### src/rtl/neokeon_rotate_engine.sv
// Multi-cycle word-rotation engine: each word steps one bit position per clock
// until its own amount is consumed, then the result is held until acknowledged.
//
// state  | meaning
// -------+---------------------------------------------------------------
// IDLE   | ready for a request; latches data, amounts and direction
// ROTATE | every word with a nonzero remaining count rotates by one bit
// DONE   | result valid on outData, held until inAck
module neokeon_rotate_engine #(
    parameter int WIDTH = 32,
    parameter int WORDS = 4,
    localparam int AW = $clog2(WIDTH)
) (
    input  logic                   inClk,
    input  logic                   inRst,
    input  logic                   inValid,
    output logic                   outReady,
    input  logic [WIDTH*WORDS-1:0] inData,
    input  logic [AW*WORDS-1:0]    inAmount,
    input  logic                   inDir,
    output logic                   outValid,
    input  logic                   inAck,
    output logic [WIDTH*WORDS-1:0] outData,
    output logic                   outBusy
);

    typedef enum logic [1:0] {
        IDLE   = 2'd0,
        ROTATE = 2'd1,
        DONE   = 2'd2
    } stateT;

    stateT                  state;
    logic [WIDTH*WORDS-1:0] workReg;
    logic [AW*WORDS-1:0]    remCnt;
    logic                   dirReg;

    logic [WIDTH*WORDS-1:0] rotNext;
    logic [AW*WORDS-1:0]    cntNext;

    // One-bit step for every word still owing rotations; exhausted words hold.
    always_comb begin
        rotNext = workReg;
        cntNext = remCnt;
        for (int i = 0; i < WORDS; i++) begin
            if (remCnt[i*AW +: AW] != '0) begin
                if (dirReg)
                    rotNext[i*WIDTH +: WIDTH] = {workReg[i*WIDTH], workReg[i*WIDTH+1 +: WIDTH-1]};
                else
                    rotNext[i*WIDTH +: WIDTH] = {workReg[i*WIDTH +: WIDTH-1], workReg[i*WIDTH+WIDTH-1]};
                cntNext[i*AW +: AW] = remCnt[i*AW +: AW] - AW'(1);
            end
        end
    end

    always_ff @(posedge inClk) begin
        if (inRst) begin
            state    <= IDLE;
            workReg  <= '0;
            remCnt   <= '0;
            dirReg   <= 1'b0;
            outValid <= 1'b0;
            outBusy  <= 1'b0;
        end else begin
            case (state)
                IDLE: begin
                    if (inValid) begin
                        workReg <= inData;
                        remCnt  <= inAmount;
                        dirReg  <= inDir;
                        if (inAmount == '0) begin
                            state    <= DONE;
                            outValid <= 1'b1;
                        end else begin
                            state   <= ROTATE;
                            outBusy <= 1'b1;
                        end
                    end
                end
                ROTATE: begin
                    workReg <= rotNext;
                    remCnt  <= cntNext;
                    if (cntNext == '0) begin
                        state    <= DONE;
                        outBusy  <= 1'b0;
                        outValid <= 1'b1;
                    end
                end
                DONE: begin
                    if (inAck) begin
                        state    <= IDLE;
                        outValid <= 1'b0;
                    end
                end
                default: begin
                    state    <= IDLE;
                    outValid <= 1'b0;
                    outBusy  <= 1'b0;
                end
            endcase
        end
    end

    assign outReady = (state == IDLE) && !inRst;
    assign outData  = workReg;

endmodule

### config.mk
export PLATFORM = sky130hd
export DESIGN_NAME = neokeon_rotate_engine
export DESIGN_NICKNAME = d
export VERILOG_FILES = /design/src/rtl/neokeon_rotate_engine.sv
export SDC_FILE = /design/constraint.sdc
export NUM_CORES = 1
export LEC_CHECK = 0
export ABC_CLOCK_PERIOD_IN_PS = 2450
export CORE_AREA = 2 2 187 189
export CTS_CLUSTER_DIAMETER = 120
export DETAILED_ROUTE_END_ITERATION = 8
export DIE_AREA = 0 0 189 191
export DONT_BUFFER_PORTS = 1
export GPL_ROUTABILITY_DRIVEN = 0
export PLACE_DENSITY = 0.4
export SKIP_LAST_GASP = 1
export SYNTH_ARGS = -nofsm -noshare
export SYNTH_HDL_FRONTEND = slang
export SYNTH_SLANG_ARGS = --single-unit
### constraint.sdc
create_clock -name inClk -period 2.45 [get_ports inClk]
set_clock_uncertainty 0.15 [all_clocks]
set_input_delay 0.245 -clock inClk [delete_from_list [all_inputs] [get_ports inClk]]
set_output_delay 0.245 -clock inClk [all_outputs]
set_load 0.005 [all_outputs]
==> flow_summary_export.csv <==
group,metric,value,unit
global_route,met3_usage,0.05581,
cts,cts.htree.levels,4,
route,drt-pass1-iter-count,5,
status,violations,"hold timing, setup timing",
sta,slew_headroom,0.5582,
floorplan,pin_count,284,
worst_setup_path,worst-path-max-fanout,2,
worst_setup_path,reg2reg_depth,7,
synth,yosysTopAreaCellShare,0.3632,
place,place_hpwl,19520,um
worst_setup_path,rrSetupSlack,-7,ps
cts,cts_root_buffer,"clkbuf_16",
worst_setup_path,worstPathArrival,2670,ps
route,drtIter0Drc,399,
synth,synth_edf_count,0,
route,drt-vias-per-instance,5.072,
cts,cts_max_path_buffers,2,
synth,ys_seq_elements,153,
power_and_ir_drop,power.density,759.1,nW/um^2
layout,stdcell_count,1552,
sta,hold_slack,-259.9,ps
layout,layout.nets,1240,
global_route,grt-ovfl-total,0,
cts,clock_sinks,153,
floorplan,dieArea,36100,um^2
route,drc_errors,0,
synth,yosys-top-cells-area,"dfxtp_1 (36%), mux2i_1 (16%), nor2_1 (9.5%), a211oi_1 (8.6%), a21oi_1 (8.5%)",
sta,setup_viol,1,
worst_hold_path,min_path_type,"in2reg",
cts,clkTransAtPathRegs,70,ps
sta,setup_ws,-6.732,ps
floorplan,rows,68,
place,place_inst,1492,
synth,synthTopCellsByCount,"nor2_1 (213), dfxtp_1 (153), a21oi_1 (143)",
worst_hold_path,holdPathStages,1,
synth,yosysSeqAreaShare,0.3632,
route,vias,7871,
worst_setup_path,start_kind,"register",
global_route,grtUsageTotal,0.1579,
worst_setup_path,crit_path_end_kind,"register",
cts,cts_tree,"built",
sta,worstMarginPinSlew,662.7,ps
worst_setup_path,r2r_start,"remCnt[0]",
sta,slew_violations,0,
synth,ys_warn_count,0,
cts,cts_inserted_buffers,17,
place,place_ws,-93.54,ps
synth,synth.most_common_cell,"nor2_1",
worst_setup_path,cp.required,2670,ps
global_route,grt_max_degree,153,
global_route,first_global_vias,7585,
layout,fillers,3710,
synth,syn_nets,1234,
global_route,busiest_layer,"met2",
synth,avgSynthCellArea,7.831,um^2
layout,final_util,0.3023,
worst_setup_path,reg2reg_to,"outValid",
layout,ff_latch_area,3072,um^2
sta,period_share,1.003,
worst_hold_path,whs_endpoint,"outData[59]",
cts,clock_latency,430,ps
layout,drive_above_1_share,0.1177,
sta,max_clock_freq,407.0,MHz
floorplan,die_w,189,um
status,status,"complete, but fails checks",
floorplan,core_area,34120,um^2
layout,final_area,10310,um^2
sta,rsz0062_at_grt,"yes",
floorplan,die_y,191,um
global_route,gr-usage-met2,0.2485,
synth,syn_area,8434,um^2
synth,synthCells,1077,
synth,ys_types,53,
route,routed_wl,29570,um
global_route,grt.met1_usage,0.2002,
flow_run,drv_cap,0,
sta,hold_viol,135,
sta,period_minus_slack,2457,ps
power_and_ir_drop,irDropWorstVdd,0.4676,mV
layout,area_growth,22.28,%
synth,yosysTopAreaCell,"dfxtp_1",
global_route,antenna_found_initial,1,
worst_hold_path,hold_start,"inRst",
synth,synth-async-reset-ratio,0,
place,io_buffers,0,
worst_setup_path,path_class,"reg2reg",
place,postPlaceCellArea,9325,um^2
synth,synthFlopType,"dfxtp_1",
route,post_drt_wl_per_cell,19.05,um
floorplan,initial_utilization,0.2472,
route,ant_nets,0,
global_route,grt_first_pass_wirelength,44930,um
layout,multi_input_area,5090,um^2
power_and_ir_drop,p_leak,3.501,nW
through the flow:
stage	TNS [ps]	power, mW
after floorplan	-23.12	4.335
after global placement	-55.65	4.942
after detailed placement	-93.54	4.957
after CTS	-27.35	7.914
after global routing	-79.16	8.296
final	-6.732	7.829
critical path, cell delays in order (launching register included):
cell and delay, ps:
dfxtp_2 320, inv_2 60, ha_4 120, or4b_4 480
mux2i_4 200, or4b_4 490, or4_4 430, o211ai_2 130
sequential cells by signal (all words and copies together), names as in the netlist:
signal / cells
dirReg: 1
outBusy: 1
outData: 128
outValid: 1
remCnt: 20
state: 2
report_power, final:
part / internal [mW] / switching, mW
Combinational: 0.870 / 0.989
Clock: 1.64 / 1.18
Sequential: 2.75 / 0.395
Total: 5.26 / 2.57
worst max path at each step:
stage / slack [ps] / cells after the start / startpoint / to
after floorplan: -20 / 7 / remCnt[0] / outValid
after global placement: -60 / 7 / remCnt[1] / outValid
after detailed placement: -90 / 7 / remCnt[1] / outValid
after CTS: -30 / 7 / remCnt[1] / outValid
after global routing: -40 / 7 / remCnt[0] / outValid
final: -7 / 7 / remCnt[0] / outValid
layout make-up:
| cell class | instances | share of cell area |
|---|---|---|
| clock inverters | 14 | 0.01638 |
| inverters | 12 | 0.004367 |
| multi-input cells | 816 | 0.4935 |
| clock buffers | 18 | 0.04258 |
| flip-flops and latches | 153 | 0.2978 |
| repair buffers | 83 | 0.08989 |
| diodes | 1 | 0.0002426 |
| well taps | 455 | 0.05520 |
logic make-up (layout without fill, tap and decap cells):
family	Yosys count	count (layout)	share of synthesized area
DFF	153	153	0.3632
muxes	134	134	0.1596
AOI/OAI and AO/OA	314	314	0.2368
other	0	1	0
xor gates and xnor gates	2	2	0.002077
and+or+nand+nor	362	362	0.1835
adders and majority gates	4	4	0.005934
buffers and inverters	108	127	0.04895
placed cells by master, fill, tap and decap left out, types with 12 or more instances in the layout:
| cell | count |
|---|---|
| nor2_1 | 212 |
| dfxtp_1 | 148 |
| a21oi_1 | 139 |
| mux2i_1 | 131 |
| a211oi_1 | 97 |
| nand2_1 | 83 |
| buf_4 | 40 |
| o211ai_1 | 33 |
| dlygate4sd3_1 | 23 |
| clkbuf_16 | 18 |
| buf_12 | 18 |
| nor3_1 | 13 |
| o21ai_0 | 12 |
what timing repair did:
| item | 4_1_cts | 5_1_grt |
|---|---|---|
| gates resized for setup | 6 | 16 |
| pin swaps | 1 | 5 |
| hold buffers | 21 | 3 |
| endpoints found under the hold margin | 153 | 138 |
| buffers inserted | 1 | 2 |
| endpoints found under the setup margin | 3 | 41 |
| cloned | 0 | 1 |
metal layers:
layer	vias up	part of all wire
li1	3878	-
met1	3770	0.45
met2	197	0.45
met3	26	0.074
met4	0	0.018
met5	-	0
Power figures use the tool's default switching activity.
